**config.mk**
```make
export PLATFORM = sky130hd
export DESIGN_NAME = dmem_lsu_flat
export DESIGN_NICKNAME = d
export VERILOG_FILES = /design/src/rtl/dmem_lsu_pkg.sv /design/src/rtl/dmem_lsu_if.sv /design/src/rtl/dmem_lsu_align.sv /design/src/rtl/dmem_lsu.sv /design/src/flat_wrapper.sv
export SDC_FILE = /design/constraint.sdc
export NUM_CORES = 1
export LEC_CHECK = 0
export ABC_AREA = 0
export CORE_MARGIN = 2
export CORE_UTILIZATION = 46
export DETAILED_ROUTE_END_ITERATION = 10
export PLACE_DENSITY = 0.8
export SLEW_MARGIN = 40
export SYNTH_ARGS = -nofsm -noshare
export SYNTH_HDL_FRONTEND = slang
export SYNTH_SLANG_ARGS = --single-unit
export TNS_END_PERCENT = 30
```
**constraint.sdc**
```tcl
create_clock -name clk -period 2.4 [get_ports clk]
set_input_delay 0.36 -clock clk [delete_from_list [all_inputs] [get_ports clk]]
set_output_delay 0.36 -clock clk [all_outputs]
set_load 0.005 [all_outputs]
```
**src/rtl/dmem_lsu_pkg.sv**
```systemverilog
// Shared types and helpers for the data-memory load/store unit.
package lsu_pkg;

  localparam int unsigned WORD_BYTES = 4;

  typedef enum logic [1:0] {
    BYTE = 2'b00,
    HALF = 2'b01,
    WORD = 2'b10
  } size_t;

  typedef enum logic [2:0] {
    IDLE,
    RD_ISSUE,
    RD_WAIT,
    WR,
    RESP
  } lsu_state_t;

  // Misalignment, illegal size, or a word index past the end of memory.
  function automatic logic req_fault(input logic [1:0]  size,
                                     input logic [31:0] addr,
                                     input logic [31:0] depth);
    logic f;
    f = 1'b0;
    case (size)
      2'b01:   f = addr[0];
      2'b10:   f = |addr[1:0];
      2'b11:   f = 1'b1;
      default: f = 1'b0;
    endcase
    if ({2'b00, addr[31:2]} >= depth) f = 1'b1;
    return f;
  endfunction

endpackage

```
**src/rtl/dmem_lsu_if.sv**
```systemverilog
// Pipeline-side request/response bus and memory-side bus of the LSU.
interface dmem_lsu_if;
  logic        req_valid;
  logic        req_ready;
  logic        req_we;
  logic [1:0]  req_size;
  logic        req_signed;
  logic [31:0] req_addr;
  logic [31:0] req_wdata;
  logic        resp_valid;
  logic [31:0] resp_rdata;
  logic        resp_fault;

  modport master (
    output req_valid, req_we, req_size, req_signed, req_addr, req_wdata,
    input  req_ready, resp_valid, resp_rdata, resp_fault
  );

  modport slave (
    input  req_valid, req_we, req_size, req_signed, req_addr, req_wdata,
    output req_ready, resp_valid, resp_rdata, resp_fault
  );
endinterface

interface dmem_mem_if;
  logic        mem_en;
  logic        mem_r_w;
  logic [31:0] mem_address;
  logic [31:0] mem_in;
  logic [31:0] mem_out;

  modport master (
    output mem_en, mem_r_w, mem_address, mem_in,
    input  mem_out
  );

  modport slave (
    input  mem_en, mem_r_w, mem_address, mem_in,
    output mem_out
  );
endinterface

```
**src/rtl/dmem_lsu_align.sv**
```systemverilog
// Little-endian lane extraction with sign/zero extension, and store-lane merge.
module lsu_align
  import lsu_pkg::*;
(
  input  logic [31:0] word,
  input  logic [31:0] wdata,
  input  logic [1:0]  offset,
  input  size_t       size,
  input  logic        sign_ext,
  output logic [31:0] rdata,
  output logic [31:0] wword
);

  logic [4:0]  shamt;
  logic [31:0] rd_sh;
  logic [31:0] wr_sh;

  always_comb begin
    shamt = {offset, 3'b000};
    rd_sh = word >> shamt;
    wr_sh = wdata << shamt;

    rdata = rd_sh;
    case (size)
      BYTE:    rdata = {{24{sign_ext & rd_sh[7]}}, rd_sh[7:0]};
      HALF:    rdata = {{16{sign_ext & rd_sh[15]}}, rd_sh[15:0]};
      default: rdata = rd_sh;
    endcase
  end

  always_comb begin
    logic sel;
    wword = word;
    for (int unsigned k = 0; k < WORD_BYTES; k++) begin
      sel = 1'b1;
      case (size)
        BYTE:    sel = (k[1:0] == offset);
        HALF:    sel = (k[1] == offset[1]);
        default: sel = 1'b1;
      endcase
      if (sel) wword[8*k +: 8] = wr_sh[8*k +: 8];
    end
  end

endmodule

```
**src/rtl/dmem_lsu.sv**
```systemverilog
// Load/store unit: byte-addressed requests to a word-indexed single-port memory,
// with read-modify-write for sub-word stores.
module dmem_lsu
  import lsu_pkg::*;
#(
  parameter int unsigned DEPTH = 2048
) (
  input  logic        clk,
  input  logic        rst_n,
  dmem_lsu_if.slave   pipe,
  dmem_mem_if.master  mem
);

  lsu_state_t  state_q, state_d;
  logic [31:0] addr_q, addr_d;
  size_t       size_q, size_d;
  logic        sign_q, sign_d;
  logic        we_q, we_d;
  logic [31:0] wdata_q, wdata_d;
  logic [31:0] rdata_q, rdata_d;
  logic        fault_q, fault_d;

  logic [31:0] ext_data;
  logic [31:0] merged;

  lsu_align u_align (
    .word     (mem.mem_out),
    .wdata    (wdata_q),
    .offset   (addr_q[1:0]),
    .size     (size_q),
    .sign_ext (sign_q),
    .rdata    (ext_data),
    .wword    (merged)
  );

  always_comb begin
    state_d = state_q;
    addr_d  = addr_q;
    size_d  = size_q;
    sign_d  = sign_q;
    we_d    = we_q;
    wdata_d = wdata_q;
    rdata_d = rdata_q;
    fault_d = fault_q;

    pipe.req_ready  = 1'b0;
    pipe.resp_valid = 1'b0;
    mem.mem_en      = 1'b0;
    mem.mem_r_w     = 1'b0;
    mem.mem_address = '0;
    mem.mem_in      = '0;

    case (state_q)
      IDLE: begin
        pipe.req_ready = 1'b1;
        if (pipe.req_valid) begin
          addr_d  = pipe.req_addr;
          size_d  = size_t'(pipe.req_size);
          sign_d  = pipe.req_signed;
          we_d    = pipe.req_we;
          wdata_d = pipe.req_wdata;
          if (req_fault(pipe.req_size, pipe.req_addr, 32'(DEPTH))) begin
            rdata_d = '0;
            fault_d = 1'b1;
            state_d = RESP;
          end else if (pipe.req_we && (pipe.req_size == WORD)) begin
            state_d = WR;
          end else begin
            state_d = RD_ISSUE;
          end
        end
      end
      RD_ISSUE: begin
        mem.mem_en      = 1'b1;
        mem.mem_address = {2'b00, addr_q[31:2]};
        state_d         = RD_WAIT;
      end
      RD_WAIT: begin
        // wdata_q is reused to hold the merged word for the following write.
        if (we_q) begin
          wdata_d = merged;
          state_d = WR;
        end else begin
          rdata_d = ext_data;
          fault_d = 1'b0;
          state_d = RESP;
        end
      end
      WR: begin
        mem.mem_en      = 1'b1;
        mem.mem_r_w     = 1'b1;
        mem.mem_address = {2'b00, addr_q[31:2]};
        mem.mem_in      = wdata_q;
        rdata_d         = '0;
        fault_d         = 1'b0;
        state_d         = RESP;
      end
      RESP: begin
        pipe.resp_valid = 1'b1;
        state_d         = IDLE;
      end
      default: state_d = IDLE;
    endcase
  end

  always_ff @(posedge clk or negedge rst_n) begin
    if (!rst_n) begin
      state_q <= IDLE;
      addr_q  <= '0;
      size_q  <= BYTE;
      sign_q  <= 1'b0;
      we_q    <= 1'b0;
      wdata_q <= '0;
      rdata_q <= '0;
      fault_q <= 1'b0;
    end else begin
      state_q <= state_d;
      addr_q  <= addr_d;
      size_q  <= size_d;
      sign_q  <= sign_d;
      we_q    <= we_d;
      wdata_q <= wdata_d;
      rdata_q <= rdata_d;
      fault_q <= fault_d;
    end
  end

  assign pipe.resp_rdata = rdata_q;
  assign pipe.resp_fault = fault_q;

endmodule
```
**src/flat_wrapper.sv**
```systemverilog
// flat-port wrapper written by rule: the top's interface ports become plain ports
module dmem_lsu_flat import lsu_pkg::*;
#(
  parameter int unsigned DEPTH = 2048
)
  (clk, rst_n, pipe_req_valid, pipe_req_we, pipe_req_size, pipe_req_signed, pipe_req_addr, pipe_req_wdata, pipe_req_ready, pipe_resp_valid, pipe_resp_rdata, pipe_resp_fault, mem_mem_en, mem_mem_r_w, mem_mem_address, mem_mem_in, mem_mem_out);
  dmem_lsu_if pipe_i ();
  dmem_mem_if mem_i ();
  input  logic clk;
  input  logic rst_n;
  input wire logic [$bits(pipe_i.req_valid)-1:0] pipe_req_valid;
  input wire logic [$bits(pipe_i.req_we)-1:0] pipe_req_we;
  input wire logic [$bits(pipe_i.req_size)-1:0] pipe_req_size;
  input wire logic [$bits(pipe_i.req_signed)-1:0] pipe_req_signed;
  input wire logic [$bits(pipe_i.req_addr)-1:0] pipe_req_addr;
  input wire logic [$bits(pipe_i.req_wdata)-1:0] pipe_req_wdata;
  output wire logic [$bits(pipe_i.req_ready)-1:0] pipe_req_ready;
  output wire logic [$bits(pipe_i.resp_valid)-1:0] pipe_resp_valid;
  output wire logic [$bits(pipe_i.resp_rdata)-1:0] pipe_resp_rdata;
  output wire logic [$bits(pipe_i.resp_fault)-1:0] pipe_resp_fault;
  output wire logic [$bits(mem_i.mem_en)-1:0] mem_mem_en;
  output wire logic [$bits(mem_i.mem_r_w)-1:0] mem_mem_r_w;
  output wire logic [$bits(mem_i.mem_address)-1:0] mem_mem_address;
  output wire logic [$bits(mem_i.mem_in)-1:0] mem_mem_in;
  input wire logic [$bits(mem_i.mem_out)-1:0] mem_mem_out;
  assign pipe_i.req_valid = pipe_req_valid;
  assign pipe_i.req_we = pipe_req_we;
  assign pipe_i.req_size = pipe_req_size;
  assign pipe_i.req_signed = pipe_req_signed;
  assign pipe_i.req_addr = pipe_req_addr;
  assign pipe_i.req_wdata = pipe_req_wdata;
  assign pipe_req_ready = pipe_i.req_ready;
  assign pipe_resp_valid = pipe_i.resp_valid;
  assign pipe_resp_rdata = pipe_i.resp_rdata;
  assign pipe_resp_fault = pipe_i.resp_fault;
  assign mem_mem_en = mem_i.mem_en;
  assign mem_mem_r_w = mem_i.mem_r_w;
  assign mem_mem_address = mem_i.mem_address;
  assign mem_mem_in = mem_i.mem_in;
  assign mem_i.mem_out = mem_mem_out;
  dmem_lsu #(.DEPTH(DEPTH)) u_core (.clk(clk), .rst_n(rst_n), .pipe(pipe_i), .mem(mem_i));
endmodule
```
Word level (Yosys, flattened, before mapping)
Cells that the tools add are included.
{"block": "totals", "inputBits": 103, "register_bits": 104, "out_inout_bits": 101}
{"block": "classes", "bitwise_logic": 3, "muxes": 35, "magnitude_cmp": 1, "shifts": 2, "reduce_logical": 11, "eq_ne": 15}
{"operator": "32-bit two-way mux", "count": 6}
{"operator": "32-bit case mux with 2 select lines", "count": 2}
{"operator": "32-bit case mux with 3 select lines", "count": 1}
{"operator": "8-bit two-way mux", "count": 4}
{"operator": "32-bit by 5-bit left shift with 32-bit output", "count": 1}
{"operator": "32-bit by 5-bit right shift with 32-bit output", "count": 1}
{"operator": "30-bit by 12-bit >= comparator with 1-bit output, second input constant", "count": 1}
{"operator": "30-bit two-way mux", "count": 1}
{"operator": "3-bit case mux with 4 select lines", "count": 1}
{"operator": "1-bit two-way mux", "count": 10}
{"operator": "3-bit two-way mux", "count": 3}
{"operator": "1-bit case mux with 2 select lines", "count": 4}
{"operator": "3-bit by 2-bit equality test with 1-bit output, second input constant", "count": 2}
{"operator": "1-bit case mux with 3 select lines", "count": 2}
{"operator": "2-bit by 1-bit equality test with 1-bit output, second input constant", "count": 2}
{"operator": "2-bit equality test, first input constant", "count": 2}
{"operator": "2-bit equality test, second input constant", "count": 2}
{"operator": "2-bit logical NOT", "count": 2}
{"operator": "2-bit by 1-bit inequality test with 1-bit output, second input constant", "count": 2}
{"operator": "2-bit inequality test, second input constant", "count": 2}
{"operator": "4-bit AND reduction", "count": 1}
{"operator": "2-bit OR reduction", "count": 2}
{"operator": "3-bit by 1-bit equality test with 1-bit output, second input constant", "count": 1}
{"operator": "3-bit equality test, second input constant", "count": 1}
{"operator": "other kinds (10)", "count": 11}

Depth between registers and ports, before layout
{"block": "depth", "ltp_word": 8, "mapped_depth": 8}

Cells and area by module
From an unflattened synthesis, not the netlist that was laid out.
{"block": "unflattened", "cells_unflattened": 671, "area_unflattened_um2": 6706.4}
{"mod": "dmem_lsu", "area_each_um2": 5011.1, "instances": 1, "cells_each": 468}
{"mod": "lsu_align", "area_each_um2": 1695.4, "instances": 1, "cells_each": 203}

Worst setup path after synthesis
OpenSTA, ideal clock, no wires.
{"block": "synth_path", "kind": "reg-to-reg", "from": "register u_core.state_q[1]", "to": "register u_core.rdata_q[3] (netlist: u_core.pipe.resp_rdata[3])", "stages_incl_launch_ff": 7, "path_buffers": 2, "path_slack_ps": 554, "period_less_slack_ps": 1846, "t_arrival_ps": 1721, "setup_ps": 125, "path_cell_list": "dfrtp_1 > buf_6 > nor3_2 > nand4_1 > o221ai_2 > buf_4 > mux2_2"}
{"block": "synth_via", "elab_chain_len": 3, "word_cells_on_any_way": 9, "classes_between": "eq/ne (5); mux (1); reduce/logical (3)"}
{"item": "start, declared", "line_no": "dmem_lsu.sv:14", "rtl": "lsu_state_t state_q, state_d;"}
{"item": "start signal, assigned", "line_no": "dmem_lsu.sv:117", "rtl": "state_q <= state_d;"}
{"item": "3-bit by 2-bit equality test with 1-bit output / 3-bit logical NOT (equally long branches)", "line_no": "dmem_lsu.sv:53", "rtl": "case (state_q)"}
{"item": "2-bit inequality test (no line), or another cell as far along"}
{"item": "4-bit AND reduction (no line)"}
{"item": "end signal, assigned", "line_no": "dmem_lsu.sv:123", "rtl": "rdata_q <= rdata_d;"}
{"item": "end, declared", "line_no": "dmem_lsu.sv:20", "rtl": "logic [31:0] rdata_q, rdata_d;"}
Parallel ways exist; a longest one is shown, timed or not.
A chain may end at the register's enable or synchronous reset.

Final worst setup path
{"block": "layout_path", "from": "register u_core.state_q[0]", "to": "output mem_mem_in[5]"}
{"block": "layout_via", "elab_chain_len": 2}
{"item": "3-bit by 2-bit equality test with 1-bit output", "line_no": "dmem_lsu.sv:53"}
{"item": "32-bit two-way mux", "line_no": "dmem_lsu.sv:53"}
{"item": "end, declared", "line_no": "flat_wrapper.sv:24", "rtl": "output wire logic [$bits(mem_i.mem_in)-1:0] mem_mem_in;"}
No other way between the ends.

==> impl_metrics.csv <==
group,metric,value,unit
run_status,status,"finished, violations left",
run_status,violations,"negative hold slack",
clock_tree,cts_tree,"built",
power,ir_drop,344,uV
die,ioPinCount,204,
power,cellLeakagePower,3.66,nW
detailed_routing,routedWlPerCell,21.5,um
hold_path,hold_path_class,"primary input to async pin",
clock_tree,clk_latency,0.36,ns
setup_path,arrival,1.99,ns
detailed_routing,avgViaCountPerCell,5.96,
sta,final-hold-violation-count,11,
final_layout,multi_input_area,3150,um2
setup_path,cp_max_fo,8,
die,floorplan.initialDensity,47.4,%
detailed_routing,drc,0,
placed_design,post_dp_cell_area,8230,um2
clock_tree,h-tree-depth,3,
clock_tree,cts.clk_slew.worst_paths,0.07,ns
synthesis,synth_edf_count,0,
sta,relSlewSlack,56.6,%
die,dieArea,14000,um2
placed_design,globalplace.congestion,0.965,
sta,fin_worst_skew,0.00679,ns
power,p_int,3.23,mW
grt,grt_pass1_vias,5865,
synthesis,synth_seq_cells,104,
power,switchingPower,1.41,mW
setup_path,cpMaxStageDelayCell,"clkdlybuf4s50_1",
power,total_power,4.64,mW
detailed_routing,via_count,5794,
job,maxCapViolations,0,
clock_tree,clockBufferDepth,2,
setup_path,cp-end-kind,"output pin",
final_layout,seq_area,2610,um2
sta,slew_viol_final,0,
synthesis,yosysWarnings,0,
power,power_frac_seq,45.1,%
setup_path,worstSetupStartpointType,"flip-flop",
clock_tree,cts-root-buf,"clkbuf_16",
detailed_routing,ant_nets,0,
sta,setup_viol,0,
sta,min_period,2.35,ns
placed_design,placement.io_buffers,201,
synthesis,ys_seq_area_share,43.1,%
grt,grt_max_degree,49,
die,dieHeight,119,um
synthesis,avgSynthCellArea,9.94,um2
grt,met1_usage,38.0,%
synthesis,ys_types,52,
power,cellPowerDensity,539,nW/um2
placed_design,dp_hpwl,15200,um
detailed_routing,wirelength,20900,um
grt,grtUsageTotal,29.2,%
synthesis,netlist_area,6030,um2
clock_tree,cts_made_buffers,9,
sta,period_share,97.8,%
power,netSwitchingFraction,30.5,%
grt,antenna_found_initial,0,
setup_path,crit_type,"flip-flop to output pin",
detailed_routing,dr.pass1.iters,5,
synthesis,synthArstFlopShare,100,%
final_layout,final_area,8610,um2
setup_path,crit_chain,"inv_2 -> nor3_4 -> buf_12 -> buf_2 -> and2_1 -> clkdlybuf4s50_1",
final_layout,area_growth,42.7,%
grt,grt_use_met2,46.0,%
final_layout,drive_gt1_share,14.5,%
synthesis,ys.flop_type,"dfrtp_1",
synthesis,syn_inst,607,
final_layout,diodes,0,
die,core_region_area,12700,um2
sta,fmax,426,MHz
die,rows,41,
sta,worst_pin_slew,0.646,ns
die,die_x,119,um
power,clock_power_share,32.5,%
setup_path,cpPeakStageDelay,0.49,ns
final_layout,layout.nets,898,
setup_path,critPathRequiredTime,2.04,ns
detailed_routing,drtIter0Drc,477,
grt,grtUsageMet3,6.56,%
final_layout,fill_cells,1002,
grt,gr-total-overflow,0,
grt,grt_pass1_wl,32300,um
clock_tree,clkSinkCount,104,
grt,grt.busiest_layer,"met2",
power,power_frac_comb,22.4,%
sta,whs,-0.00610,ns
path summary, 6_finish.rpt:
check / startpoint / endpoint / slack [ns] / cells after the start
hold / removal: rst_n / u_core.wdata_q[17] / -0.006 / 1
min in group clk: u_core.pipe.resp_rdata[17] / u_core.pipe.resp_rdata[17] / 0.49 / 1
setup reg to reg: u_core.addr_q[0] / u_core.wdata_q[0] / 0.19 / 4
hold reg to reg: u_core.pipe.resp_rdata[17] / u_core.pipe.resp_rdata[17] / 0.49 / 1
max in group asynchronous: rst_n / u_core.wdata_q[24] / 1.68 / 2
setup / recovery: u_core.state_q[0] / mem_mem_in[5] / 0.05 / 6
power groups by stage:
| stage | Clock, mW | Combinational (mW) | Sequential, mW |
|---|---|---|---|
| after global routing | 1.60 | 1.12 | 2.11 |
| after floorplan | 0 | 0.648 | 2.02 |
| final | 1.51 | 1.04 | 2.09 |
| after CTS | 1.53 | 1.03 | 2.09 |
| after detailed placement | 0 | 1.02 | 2.12 |
| after global placement | 0 | 1.00 | 2.12 |
synth_stat cells, types with 2 or more instances:
| library cell | instances | area [um2] |
|---|---|---|
| dfrtp_1 | 104 | 2600 |
| mux2_2 | 50 | 563 |
| nand2_1 | 46 | 173 |
| o21ai_0 | 38 | 190 |
| and2_1 | 34 | 213 |
| nor2_1 | 34 | 128 |
| and3_1 | 31 | 194 |
| a211oi_1 | 28 | 210 |
| clkbuf_1 | 27 | 101 |
| a211o_1 | 24 | 210 |
| mux2i_1 | 20 | 200 |
| buf_2 | 18 | 90.1 |
| a22oi_1 | 16 | 120 |
| a31oi_1 | 16 | 100 |
| nor3_1 | 11 | 55.1 |
| a21oi_1 | 9 | 45.0 |
| nor2b_1 | 9 | 56.3 |
| a221o_1 | 8 | 80.1 |
| a22o_1 | 8 | 70.1 |
| a2bb2oi_1 | 8 | 70.1 |
| inv_1 | 8 | 30.0 |
| o2bb2ai_1 | 8 | 70.1 |
| buf_4 | 6 | 45.0 |
| a221oi_1 | 5 | 43.8 |
| buf_1 | 4 | 15.0 |
| nor4_1 | 4 | 25.0 |
| buf_6 | 2 | 22.5 |
| mux4_2 | 2 | 45.0 |
| nand2b_1 | 2 | 12.5 |
| nand4_1 | 2 | 12.5 |
| o21a_1 | 2 | 15.0 |
| o31ai_1 | 2 | 15.0 |
| or2_2 | 2 | 12.5 |
through the flow:
step           hold WS, ns  worst slack [ns]  std cells  TNS (ns)  utilization (%)
6_report          -0.00610            0.0527        972         0             67.7
5_1_grt             0.0422          -0.00404        972  -0.00642             67.7
4_1_cts            0.00977            0.0327        965         0             67.1
3_5_place_dp         0.392           -0.0450        949    -0.328             64.7
3_3_place_gp         0.382            0.0360        949         0             64.7
2_1_floorplan       0.0644             0.554        608         0                -
cell type report:
type / instances / share of cell area [%]
multi-input cells: 439 / 36.6
clock buffers: 10 / 2.66
repair buffers: 233 / 26.8
inverters: 8 / 0.349
well taps: 172 / 2.50
clock inverters: 6 / 0.770
flip-flops and latches: 104 / 30.3
placed cells by master, fill, tap and decap left out, types with 24 or more instances in the layout:
cell             count
clkdlybuf4s50_1    200
dfrtp_1            100
mux2_2              50
nand2_1             46
o21ai_0             38
and2_1              34
nor2_1              34
and3_1              31
a211oi_1            28
buf_4               25
a211o_1             24
cells by family after synthesis:
family / Yosys count / synth area share (%)
flip-flops: 104 / 43.1
AO/OA/AOI/OAI: 182 / 22.2
multiplexers: 72 / 13.4
AND/OR/NAND/NOR: 183 / 16.2
buffers and inverters: 65 / 5.04
other: 1 / 0.0622
critical path, delay by kind of cell (launching register included):
| family | cells | cell delay [ns] |
|---|---|---|
| buf+inv | 4 | 0.87 |
| flops | 1 | 0.41 |
| simple gates | 2 | 0.34 |
state kept, by name (all words and copies together), names as in the netlist:
name,count
u_core.addr_q,32
u_core.pipe.resp_rdata,32
u_core.wdata_q,32
u_core.state_q,3
u_core.size_q,2
u_core.pipe.resp_fault,1
u_core.sign_q,1
u_core.we_q,1
repair_timing:
item	4_1_cts	5_1_grt
setup endpoints to repair	6	31
hold buffers	0	0
resized for setup	1	11
buffers inserted	0	2
pin swaps	0	1
gates cloned	0	4
layer usage:
metal / up-vias / wire (um)
li1: 2641 / -
met1: 2764 / 8400
met5: - / 0
met4: 0 / 860
met3: 59 / 1900
met2: 330 / 9710
Note: power is estimated with default switching activity, not from simulation.
==> patch 1 (config.mk and constraints unchanged) <==
The package constant `WORD_BYTES` goes from 4 to 3.
--- a/src/rtl/dmem_lsu_pkg.sv
+++ b/src/rtl/dmem_lsu_pkg.sv
@@ -1,7 +1,7 @@
 // Shared types and helpers for the data-memory load/store unit.
 package lsu_pkg;
 
-  localparam int unsigned WORD_BYTES = 4;
+  localparam int unsigned WORD_BYTES = 3;
 
   typedef enum logic [1:0] {
     BYTE = 2'b00,
Function: changed (Yosys sat finds a counterexample within 4 cycles, from zero or initial values and one cycle with rst_n low).
==> patch 1 against the unedited design <==
- largest power group unchanged
- sequential share of layout area is 1.3 points higher
- final area fell by 4.3%
- critical path type unchanged
- sequential cell count did not move
- worst hold slack worse by 0.0086 ns
- total power is 6.1% lower
- clock power fell by 5%
- synthesized area down 7.2%
- wire length fell by 13%
- setup slack improved by 0.039 ns
- the flow still finishes with violations (negative hold slack)
==> patch 1: results (changes against the unedited design) <==
Parameter                              Value

Synthesis
  Fraction of synthesis flops using an asynchronous set or reset pin    100.0% (unchanged)
  Unique cell type count in the Yosys netlist    50 (-3.8%)
  Biggest area contributors in the synthesized netlist    dfrtp_1, mux2_2, mux2i_1
  Mapped Avg Cell Area    10.35 um^2 (+4.1%)
  Sequential share of the synthesized area    46.49% (+3.4 points)
  Yosys warning count    0 (unchanged)
  List of most frequent post-synthesis cells    dfrtp_1, nand2_1, mux2_2

STA
  Final Hold Vio Count    7 (-4)
  Largest clock skew in the final design    0.006525 ns (-0.0002656 ns)
  Hold slack    -0.01466 ns (-0.008562 ns)
  Worst max-slew margin expressed relative to the limit    51.29% (-5.4 points)

Min path
  HP Class    in -> async

Global route
  Largest net degree at the start of global routing    66 (+35%)
  Vias in the first global route    5369 (-8.5%)
  Antenna violations before repair    0 (unchanged)
  Overall fraction of global-route tracks in use    27.71% (-1.5 points)
  Wire length of the first global-routing pass    28.27 mm (-12%)

Setup path
  Depth of the most critical reg-to-reg path    6 (+2)
  FF-to-FF setup slack    0.21 ns (+0.02 ns)
  Reg2Reg Capture Point    u_core.wdata_q[0]$_DFFE_PN0P_
  R2r startpoint    u_core.state_q[1]$_DFFE_PN0N_
  Largest driver fanout on the critical path    35 (+27)
  Worst Path Arrival    1.95 ns (-0.04 ns)

Routing
  Average routed wire per standard cell    20.53 um (-4.4%)
  Count of TritonRoute iterations in the first routing pass    5 (unchanged)
  Starting DRC count in detailed routing    454 (-4.8%)
  Routed vias/inst    5.992 (+0.52%)
  Total vias in the final route    5297 (-8.6%)

Final layout
  Number of antenna cells inserted    0 (unchanged)
  Share of final-layout standard cells stronger than drive strength 1    14.25% (-0.25 points)
  Filler cells    907 (-9.5%)
  Nets    835 (-7.0%)

Clock network
  CTS Root Buffer Type    clkbuf_16
  Largest buffer count on any clock path    2 (unchanged)
  Clock slew at the register clock pins of the worst setup and hold paths    0.07 ns (about the same)
  Latest clock arrival within the worst-skew pair    0.35 ns
  CTS Buf Count    9 (unchanged)
  Number of levels in the clock H-tree    3 (unchanged)

Outcome
  Result of the run    finished, violations left
  Violations in the final reports    negative hold slack

Placement
  RePlAce Congestion    0.9015 (-6.6%)
  Number of I/O port buffers    201 (unchanged)
  DP Cell Count    864 (-9.0%)
  HPWL reported at the end of detailed placement    13.38 mm (-12%)

Power
  LEAKAGE    4.082 nW (+11%)
  Worst IR drop on VDD    0.2880 mV (-16%)
-- patch 1: cell types whose count changed after synthesis, sizes merged, moves of 13 or more --
| cell | change |
|---|---|
| a211o | -16 |
| nor2 | -13 |
| o21ai | -25 |
| a211oi | -28 |
| o211ai | +16 |
-- patch 1: metrics by stage --
stage                     power [mW]  cell area [um^2]  hold slack, ns  utilization (%)  setup WS, ns
final                          4.363              8243        -0.01466            68.91       0.09173
after detailed placement       2.952              7780          0.3797            65.04       0.06089
after global routing           4.537              8243         0.02360            68.91      -0.04806
after floorplan                2.537              5602         0.06441                -        0.5312
after CTS                      4.366              8079         0.01163            67.54      0.001407
after global placement         2.913              7775          0.3660            65.00        0.1481
-- patch 1: per-layer routing --
metal  vias to the layer above  track usage (%)  routed length (um)
met3                        45            5.929                1698
met1                      2551            34.43                7125
met5                         -                0                   0
li1                       2370                -                   -
met4                         0            12.11                 652
met2                       331            46.75                8675
-- patch 1: critical path, stage by stage, from the launching register on --
cell and delay (ns):
dfrtp_1 0.42, buf_4 0.25, nor3_1 0.34, clkdlybuf4s50_1 0.60
-- patch 1: worst max-delay path by stage --
stage	from	to	slack, ns	depth (start not counted)
after floorplan	u_core.state_q[0]$_DFFE_PN0N_	u_core.addr_q[18]$_DFFE_PN0P_	0.53	6
after global placement	mem_mem_out[7]	u_core.pipe.resp_rdata[28]$_DFFE_PN0P_	0.15	4
after detailed placement	mem_mem_out[15]	u_core.pipe.resp_rdata[17]$_DFFE_PN0P_	0.06	4
after CTS	u_core.state_q[1]$_DFFE_PN0N_	mem_mem_in[5]	0.001	6
after global routing	u_core.state_q[0]$_DFFE_PN0N_	pipe_req_ready	-0.05	3
final	u_core.state_q[0]$_DFFE_PN0N_	pipe_req_ready	0.09	3
-- patch 1: repair_timing --
| action | in CTS | in global routing |
|---|---|---|
| resized for setup | 3 | 45 |
| pin swaps | 0 | 1 |
| gates cloned | 0 | 2 |
| buffers inserted | 0 | 2 |
| setup endpoints to repair | 27 | 33 |
-- patch 1: final cells by class --
type	instances	area share (%)
Clock buffer	10	2.899
Inverter	13	0.5920
Sequential cell	104	31.59
Multi-Input combinational cell	375	33.21
Timing Repair Buffer	229	28.86
Tap cell	147	2.231
Clock inverter	6	0.6223
-- patch 1: where the power goes --
part | switching (mW) | internal (mW)
registers | 0.132 | 1.92
clock network | 0.681 | 0.745
logic | 0.436 | 0.448
total | 1.25 | 3.11
-- patch 1: cell families after synthesis --
kind of cell	after synthesis	synth area share (%)
AOI/OAI and AO/OA	144	19.78
buffers and inverters	63	5.118
DFF	104	46.49
muxes	68	13.37
other	1	0.06699
and+or+nand+nor	161	15.18
==> patch 2 (config.mk and constraints unchanged) <==
Without the edit above. The 5 states of `lsu_state_t` get a one-hot encoding in 5 bits.
--- a/src/rtl/dmem_lsu_pkg.sv
+++ b/src/rtl/dmem_lsu_pkg.sv
@@ -9,12 +9,12 @@
     WORD = 2'b10
   } size_t;
 
-  typedef enum logic [2:0] {
-    IDLE,
-    RD_ISSUE,
-    RD_WAIT,
-    WR,
-    RESP
+  typedef enum logic [4:0] {
+    IDLE     = 5'b00001,
+    RD_ISSUE = 5'b00010,
+    RD_WAIT  = 5'b00100,
+    WR       = 5'b01000,
+    RESP     = 5'b10000
   } lsu_state_t;
 
   // Misalignment, illegal size, or a word index past the end of memory.
Check against the original RTL: no difference found for any inputs over 10 cycles, from zero or initial values and one cycle with rst_n low; not proved beyond that.
==> patch 2 against the unedited design <==
- total power rose by 16%
- global-route usage fell by 1.1 points
- combinational power rose by 46%
- synthesized area rose by 5.7%
- fmax fell by 2.6%
- sequential power rose by 11%
- final area rose by 3.8%
- synthesized cell count rose by 9.7%
- sequential cell count rose by 2
- cell count rose by 6.5%
- setup slack got worse by 0.062 ns
- the run ends with negative setup slack left
- first-iteration DRC count rose by 13%
- sequential share of layout area fell by 0.52 points
- wire length fell by 1.6%
==> patch 2: results (changes against the unedited design) <==
Parameter                              Value

Synthesis
  Mapped Avg Cell Area    9.574 um^2 (-3.7%)
  Yosys warning count    0 (unchanged)
  Biggest area contributors in the synthesized netlist    dfrtp_1, mux2_2, and2_1
  Sequential share of the synthesized area    41.62% (-1.5 points)
  List of most frequent post-synthesis cells    dfrtp_1, nand2_1, and2_1
  Fraction of synthesis flops using an asynchronous set or reset pin    100.0% (unchanged)
  Unique cell type count in the Yosys netlist    51 (-1.9%)

Setup path
  Worst Setup EP    mem_mem_address[5]
  Setup crit start    u_core.state_q[1]$_DFFE_PN0N_
  Depth of the most critical reg-to-reg path    5 (+1)
  Largest driver fanout on the critical path    31 (+23)
  Worst Path Arrival    2.05 ns (+0.06 ns)
  R2r startpoint    u_core.state_q[3]$_DFFE_PN0N_
  Reg2Reg Capture Point    u_core.pipe.resp_rdata[24]$_DFFE_PN0P_
  FF-to-FF setup slack    0.26 ns (+0.07 ns)

Routing
  WL final    20.54 mm (-1.6%)
  Total vias in the final route    5929 (+2.3%)
  Average routed wire per standard cell    19.85 um (-7.6%)
  Starting DRC count in detailed routing    540 (+13%)

Clock network
  Clock slew at the register clock pins of the worst setup and hold paths    0.07 ns (about the same)
  Latest clock arrival within the worst-skew pair    0.35 ns
  Number of levels in the clock H-tree    3 (unchanged)
  CTS Buf Count    9 (unchanged)

Global route
  Largest net degree at the start of global routing    43 (-12%)
  Wire length of the first global-routing pass    32.19 mm (-0.36%)
  Overall fraction of global-route tracks in use    28.07% (-1.1 points)

Outcome
  Violations in the final reports    negative setup slack
  Result of the run    finished, violations left

STA
  Total setup violations reported at the end of the flow    4 (+4)
  Setup TNS    -0.02111 ns (-0.02111 ns)
  Final worst-path setup slack    -0.008930 ns (-0.06164 ns)
  Largest clock skew in the final design    0.009541 ns (+0.002750 ns)
  Worst Max-Slew Pin Slew    0.6415 ns (-0.004514 ns)

Min path
  Hold path depth    1
  HP Class    reg -> reg

Power
  LEAKAGE    3.740 nW (+2.1%)
  Switching power of the nets    1.722 mW (+22%)
  Worst IR drop on VDD    0.4128 mV (+20%)

Placement
  HPWL reported at the end of detailed placement    15.52 mm (+2.2%)
  RePlAce Congestion    1.003 (+3.9%)
  DP Cell Count    1016 (+7.1%)

Final layout
  Nets    953 (+6.1%)
  Filler cells    1115 (+11%)
  Number of antenna cells inserted    0 (unchanged)
  Share of final-layout standard cells stronger than drive strength 1    16.49% (+2.0 points)
## patch 2: changes by cell type after synthesis, moves of 9 or more
cell	delta
nand2_1	+44
and2_1	+29
and3_1	-28
a21oi_1	+27
a211o_1	-24
o211ai_1	+24
a211oi_1	-20
mux2_4	+19
o31ai_1	+13
inv_1	+9
## patch 2: power groups by stage
stage               clock network (mW)  registers [mW]  logic (mW)
finish                            1.54            2.31        1.52
floorplan                            0            2.20        1.06
detailed placement                   0            2.33        1.49
CTS                               1.56            2.29        1.50
global route                      1.63            2.34        1.66
global placement                     0            2.31        1.44
## patch 2: per-stage QoR
stage                     hold WS (ns)  setup slack, ns  area (um^2)
after floorplan                0.06441           0.5449         6380
after global placement          0.3509          0.05537         8579
after detailed placement        0.3624       0.00009281         8579
after CTS                       0.5011         -0.02387         8922
after global routing            0.5093         -0.08990         8936
final                           0.4995        -0.008930         8936
## patch 2: metal layers
metal,wire [um],GRT usage [%]
met5,0,0
met4,473,9.195
met3,1350,5.243
met2,10070,45.89
met1,8648,37.82
## patch 2: timing repair
| action | 4_1_cts | 5_1_grt |
|---|---|---|
| hold buffers | 1 | 0 |
| pin swaps | 1 | 0 |
| buffers inserted | 2 | 0 |
| endpoints found under the hold margin | 34 | 0 |
| setup endpoints to repair | 62 | 43 |
| resized for setup | 18 | 6 |
## patch 2: area by class of cell
cell class,count,area [um^2],area share (%)
Tap cell,180,225.2,2.520
Clock inverter,5,62.56,0.7001
Clock buffer,11,252.7,2.828
Timing Repair Buffer,226,2231,24.97
Inverter,17,63.81,0.7141
Sequential cell,106,2660,29.77
Multi-Input combinational cell,490,3441,38.50
## patch 2: cells by family (layout without fill, tap and decap cells)
family	count (synthesis)	count (layout)	synth area share [%]
AOI/OAI and AO/OA	172	172	17.50
xor gates and xnor gates	1	1	0.1374
and+or+nand+nor	227	227	18.07
other	1	2	0.05881
buffers and inverters	71	259	4.945
muxes	88	88	17.66
DFF	106	106	41.62
## patch 2: worst max-delay path, stage by stage (launching register included)
cell and delay, ns:
dfrtp_2 0.46, xnor2_1 0.15, nor4_2 0.16, buf_6 0.25
and2_1 0.16, clkdlybuf4s50_1 0.50
